`src/rtl/mips_dbg_pkg.sv`:
```
// Shared definitions for the debug run/step controller.
// Holds the controller state encoding, the debug UART command bytes and
// the default length of a pipeline flush.
package mips_dbg_pkg;

  typedef enum logic [2:0] {
    StIdle,
    StRun,
    StStep,
    StReport,
    StHalted,
    StFlush
  } dbg_state_e;

  localparam logic [7:0] CMD_RUN   = 8'h43;  // 'C'
  localparam logic [7:0] CMD_STEP  = 8'h53;  // 'S'
  localparam logic [7:0] CMD_PAUSE = 8'h50;  // 'P'
  localparam logic [7:0] CMD_RESET = 8'h52;  // 'R'

  localparam int unsigned DEFAULT_FLUSH_CYCLES = 5;

endpackage

```
`src/rtl/dbg_cycle_counter.sv`:
```
// Saturating up-counter shared by the step controller and the register dump.
// Ports:
//   clk    - clock
//   rst    - asynchronous active-high reset, clears the count
//   clear  - synchronous clear, wins over enable
//   enable - count one when high
//   count  - current value, sticks at all-ones
module dbg_cycle_counter #(
  parameter int unsigned BITS_SIZE = 32
) (
  input  logic                 clk,
  input  logic                 rst,
  input  logic                 clear,
  input  logic                 enable,
  output logic [BITS_SIZE-1:0] count
);

  always_ff @(posedge clk or posedge rst) begin
    if (rst) begin
      count <= '0;
    end else if (clear) begin
      count <= '0;
    end else if (enable && (count != '1)) begin
      count <= count + 1'b1;
    end
  end

endmodule

```
`src/rtl/pipeline_step_ctrl.sv`:
```
// Debug run/step controller: drives the shared step enable and flush clear of
// every pipeline latch from single-byte debug UART commands, stops on the
// write-back halt flag and requests a report after each step or halt.
// Optional feature: define PIPELINE_STEP_CTRL_CYCLE_LIMIT_EN to stop a run
// once the cycle counter reaches MAX_CYCLES (sets o_timeout).
// Ports:
//   i_clk, i_reset  - clock, asynchronous active-high reset
//   i_cmd_valid     - one-cycle strobe qualifying i_cmd
//   i_cmd           - command byte (C run, S step, P pause, R pipeline reset)
//   i_halt          - halt bit at the MEM/WB latch output
//   i_report_ready  - debug transmitter accepts the report
//   o_step          - registered latch enable
//   o_flush_latch   - registered latch clear
//   o_report_valid  - report request, held until accepted
//   o_cycle_count   - step cycles since the last pipeline reset
//   o_halted        - controller halted
//   o_running       - controller free-running
//   o_timeout       - sticky run-limit flag
module pipeline_step_ctrl
  import mips_dbg_pkg::*;
#(
  parameter int unsigned BITS_SIZE    = 32,
  parameter int unsigned FLUSH_CYCLES = DEFAULT_FLUSH_CYCLES,
  parameter int unsigned MAX_CYCLES   = 32'd1_000_000
) (
  input  logic                 i_clk,
  input  logic                 i_reset,
  input  logic                 i_cmd_valid,
  input  logic [7:0]           i_cmd,
  input  logic                 i_halt,
  input  logic                 i_report_ready,
  output logic                 o_step,
  output logic                 o_flush_latch,
  output logic                 o_report_valid,
  output logic [BITS_SIZE-1:0] o_cycle_count,
  output logic                 o_halted,
  output logic                 o_running,
  output logic                 o_timeout
);

  localparam int unsigned FlushW = (FLUSH_CYCLES > 1) ? $clog2(FLUSH_CYCLES) : 1;
  localparam logic [FlushW-1:0] FlushLast = FlushW'(FLUSH_CYCLES - 1);

  dbg_state_e        state_q, state_d;
  logic              halt_seen_q, halt_seen_d;
  logic              timeout_q, timeout_d;
  logic [FlushW-1:0] flush_cnt_q, flush_cnt_d;
  logic              step_q, flush_q, report_q, halted_q, running_q;
  logic              limit_hit;
  logic              count_clear;
  logic [BITS_SIZE-1:0] count;

  logic cmd_run, cmd_step, cmd_pause, cmd_reset;
  assign cmd_run   = i_cmd_valid && (i_cmd == CMD_RUN);
  assign cmd_step  = i_cmd_valid && (i_cmd == CMD_STEP);
  assign cmd_pause = i_cmd_valid && (i_cmd == CMD_PAUSE);
  assign cmd_reset = i_cmd_valid && (i_cmd == CMD_RESET);

`ifdef PIPELINE_STEP_CTRL_CYCLE_LIMIT_EN
  // Count value after this edge; stopping on it yields exactly MAX_CYCLES steps.
  logic [BITS_SIZE:0] count_next;
  assign count_next = {1'b0, count} + {{BITS_SIZE{1'b0}}, step_q};
  assign limit_hit  = count_next >= (BITS_SIZE + 1)'(MAX_CYCLES);
`else
  logic unused_max_cycles;
  assign unused_max_cycles = ^MAX_CYCLES;
  assign limit_hit         = 1'b0;
`endif

  always_comb begin
    state_d     = state_q;
    halt_seen_d = halt_seen_q | (i_halt && (state_q != StFlush));
    timeout_d   = timeout_q;
    flush_cnt_d = flush_cnt_q;

    unique case (state_q)
      StIdle: begin
        if (cmd_run) begin
          state_d = halt_seen_q ? StHalted : StRun;
        end else if (cmd_step) begin
          state_d = halt_seen_q ? StHalted : StStep;
        end else if (cmd_reset) begin
          state_d = StFlush;
        end
      end
      StRun: begin
        // Halt outranks every command arriving in the same cycle.
        if (i_halt) begin
          state_d = StReport;
        end else if (limit_hit) begin
          state_d   = StReport;
          timeout_d = 1'b1;
        end else if (cmd_reset) begin
          state_d = StFlush;
        end else if (cmd_pause) begin
          state_d = StIdle;
        end
      end
      StStep: begin
        state_d = StReport;
      end
      StReport: begin
        if (i_report_ready) begin
          state_d = (halt_seen_q || timeout_q) ? StHalted : StIdle;
        end
      end
      StHalted: begin
        if (cmd_reset) begin
          state_d = StFlush;
        end
      end
      StFlush: begin
        if (flush_cnt_q == '0) begin
          state_d = StIdle;
        end else begin
          flush_cnt_d = flush_cnt_q - 1'b1;
        end
      end
      default: begin
        state_d = StIdle;
      end
    endcase

    if ((state_d == StFlush) && (state_q != StFlush)) begin
      flush_cnt_d = FlushLast;
      halt_seen_d = 1'b0;
      timeout_d   = 1'b0;
    end
  end

  always_ff @(posedge i_clk or posedge i_reset) begin
    if (i_reset) begin
      state_q     <= StIdle;
      halt_seen_q <= 1'b0;
      timeout_q   <= 1'b0;
      flush_cnt_q <= '0;
      step_q      <= 1'b0;
      flush_q     <= 1'b0;
      report_q    <= 1'b0;
      halted_q    <= 1'b0;
      running_q   <= 1'b0;
    end else begin
      state_q     <= state_d;
      halt_seen_q <= halt_seen_d;
      timeout_q   <= timeout_d;
      flush_cnt_q <= flush_cnt_d;
      // Outputs are decoded from the next state so they are glitch-free flops.
      step_q      <= (state_d == StRun) || (state_d == StStep);
      flush_q     <= (state_d == StFlush);
      report_q    <= (state_d == StReport);
      halted_q    <= (state_d == StHalted);
      running_q   <= (state_d == StRun);
    end
  end

  assign count_clear = (state_d == StFlush);

  dbg_cycle_counter #(
    .BITS_SIZE(BITS_SIZE)
  ) u_cycle_counter (
    .clk   (i_clk),
    .rst   (i_reset),
    .clear (count_clear),
    .enable(step_q),
    .count (count)
  );

  assign o_step         = step_q;
  assign o_flush_latch  = flush_q;
  assign o_report_valid = report_q;
  assign o_cycle_count  = count;
  assign o_halted       = halted_q;
  assign o_running      = running_q;
  assign o_timeout      = timeout_q;

endmodule

```
`config.mk`:
```
export PLATFORM = sky130hd
export DESIGN_NAME = pipeline_step_ctrl
export DESIGN_NICKNAME = d
export VERILOG_FILES = /design/src/rtl/mips_dbg_pkg.sv /design/src/rtl/dbg_cycle_counter.sv /design/src/rtl/pipeline_step_ctrl.sv
export SDC_FILE = /design/constraint.sdc
export NUM_CORES = 1
export LEC_CHECK = 0
export BUFFER_PORTS_ARGS = -buffer_cell sky130_fd_sc_hd__buf_2
export CAP_MARGIN = 0
export CORE_UTILIZATION = 42
export DETAILED_ROUTE_END_ITERATION = 8
export GPL_ROUTABILITY_DRIVEN = 0
export PLACE_DENSITY = 0.7
export SYNTH_ARGS = -nofsm -noshare
export SYNTH_HDL_FRONTEND = slang
export SYNTH_SLANG_ARGS = --single-unit
```
`constraint.sdc`:
```
create_clock -name i_clk -period 2.9 [get_ports i_clk]
set_input_delay 0.29 -clock i_clk [delete_from_list [all_inputs] [get_ports i_clk]]
set_output_delay 0.29 -clock i_clk [all_outputs]
set_load 0.005 [all_outputs]
```
==> summary.md <==
| Metric | Value |
|---|---|
| Run status | `completed` |
| Clock Tree Root | `clkbuf_8` |
| TNS Setup | `0 ps` |
| Clock Latency Late Sink | `290 ps` |
| Most frequent cell after synthesis | `dfrtp_1` |
| First-pass GRT wire length | `9.46 mm` |
| Tot Pwr | `1670 uW` |
| Maximum vdd drop | `453 uV` |
| Drt total wl | `5.53 mm` |
| CP Launch Type | `flip-flop` |
| Post-synth net total | `281` |
| Clock sinks | `44` |
| Post-CTS sizing | `0` |
| CP max stage delay | `490 ps` |
| Post-synth top area cell | `dfrtp_1` |
| Most used cell, CP | `or3_1` |
| Gr usage total | `19.4%` |
| Synth Flop Type | `dfrtp_1` |
| Minimum clock period | `2280 ps` |
| # DRC | `0` |
| Layout cell share with drive strength beyond 1 | `23.7%` |
| Worst-path fanout max | `9` |
| Max Cap Violations | `0` |
| Crit. End Element | `flip-flop` |
| Fmax | `439 MHz` |
| Commonest cells in the netlist | `44 x dfrtp_1, 23 x nand2_1, 22 x a21oi_1, 19 x o21ai_0, 18 x or3_1` |
| Count of different cell masters after synthesis | `56` |
| Slew HR | `31.1%` |
| Synthesis-to-finish area growth | `15.3%` |
| Final Skew | `7.81 ps` |
| Avg WL per Cell | `14.4 um` |
| Req. time, crit path | `3120 ps` |
| Synthesized flop and latch total | `44` |
| Period Utilization, post-route | `78.5%` |
| Largest net degree at the start of global routing | `29` |
| Maximum root-to-sink buffer count | `2` |
| Htree depth | `2` |
| Initial antenna violation count | `0` |
| RSZ-0062 raised after global routing | `false` |
| Yosys warns | `0` |
| DRT Pass-1 Iters | `4` |
| Core area | `5570 um^2` |
| Avg Cell Area, Syn | `9.30 um^2` |
| Crit Path Category | `reg -> reg` |
| I/O pin cnt | `51` |
| Share of synthesized registers carrying an async set or reset | `100%` |
| Mapped Area | `2460 um^2` |
| # setup viols final | `0` |
| Hold WC Path Type | `in -> async` |
| Die X | `78.6 um` |
| Diode count | `0` |
| CP Cell Sequence | `ha_1, and4_2, nand3_2, or3_1, or3_1, a21oi_2` |
| Post-route ant nets | `0` |
| CTS tree | `yes` |
| Seq/Total Area, Yosys | `44.7%` |
| DP Wirelength | `3.93 mm` |
| Number of synthesized flops with an enable pin | `0` |
| Initial Utilization | `44.2%` |
| Post-CTS Setup Bufs | `0` |
| Port Buffers | `49` |
| Final #Nets | `330` |
| DR vias | `2,193` |
| Clk pin slew, worst setup/hold paths | `80 ps` |
| Drt initial violations | `149` |
| Vias per inst | `5.71` |
| Number of buffers created by CTS | `5` |
| Slew Limit Fails | `0` |
| Final hold violation count | `0` |
| Power Dens Cells | `589 nW/um^2` |
| Die area | `6180 um^2` |
| Share of the synthesized area in the top cell type | `44.7%` |
| Syn Inst Count | `265` |
| Slowest CP cell | `or3_1` |
| CTS Hold Buffers Added | `0` |
| Hold slack | `109 ps` |
| Measured slew at the worst slew-check pin | `1030 ps` |
| Leading post-synthesis cells by cell area | `dfrtp_1 45%, or3_1 4.6%, a21oi_1 4.5%, o21ai_0 3.9%, xnor2_1 3.6%` |
| Die height | `78.6 um` |
| Placement Rows | `27` |
| Gr ovfl total | `0` |
| Crit path DAT | `2490 ps` |
| Number of global-route vias before repair | `1,987` |
| Pleak | `0.00129 uW` |
layout by cell type (no fill, tap or decap), drive strengths merged, types with 3 or more instances in the layout:
cell     n
a211oi   5
a21oi   23
and2     5
and3     7
and4     4
buf     52
clkbuf   5
dfrtp   44
ha       3
inv      7
nand2   23
nand3   13
nand4   14
nor2    17
nor2b    3
nor3     3
nor4     4
o21ai   19
or3     18
xnor2   10
final timing paths:
check                                         startpoint                         to  slack, ps  depth (start not counted)
max in group asynchronous                        i_reset   u_cycle_counter.count[2]       2080                          3
worst max-delay path            u_cycle_counter.count[0]  u_cycle_counter.count[22]        620                          6
worst min register to register            flush_cnt_q[1]             flush_cnt_q[1]        540                          2
worst min-delay path                             i_reset             o_report_valid        110                          2
min in group i_clk                                i_halt                halt_seen_q        310                          3
worst max register to register  u_cycle_counter.count[0]  u_cycle_counter.count[22]        620                          6
cell type report:
type	instances	area [um^2]
inverter	8	30.0
fill	542	2730
tap	72	90.1
multi-input combinational	203	1270
sequential	44	1100
clock buffer	5	68.8
timing repair buffer	52	280
report_power, final:
group          switching [uW]  internal (uW)
clock network             188            156
registers                 104            715
logic                     280            232
worst max-delay path, delay by kind of cell (launching register included):
family / cells / cell delay, ps
simple gates: 4 / 1390
flops: 1 / 410
compound gates: 1 / 130
fa+ha+maj: 1 / 290
through the flow:
step	setup WS, ps	cell area [um^2]	cells	util (%)
after floorplan	869	2460	265	-
after global placement	688	2770	379	49.7
after detailed placement	646	2770	379	49.7
after CTS	635	2840	384	51.0
after global routing	496	2840	384	51.0
final	624	2840	384	51.0
sequential cells by signal, summed over array words and instances, names as in the netlist:
signal,cells
o_running,1
flush_cnt_q,3
state_q,3
o_flush_latch,1
o_report_valid,1
o_halted,1
u_cycle_counter.count,32
o_step,1
halt_seen_q,1
kinds of logic after synthesis:
kind of cell	synth area share, %
xor+xnor	3.55
fa+ha+maj	1.52
flops	44.7
mux	0.813
simple gates	28.4
compound gates	17.2
buf+inv	3.71
other cells	0.152
layer usage:
layer,GRT usage (%),share of wire (%),vias to the layer above
li1,-,-,1072
met1,27.3,50,1064
met2,29.7,45,55
met3,3.95,4.7,2
met4,6.11,0.80,0
met5,0,0,-
Power figures use the tool's default switching activity.
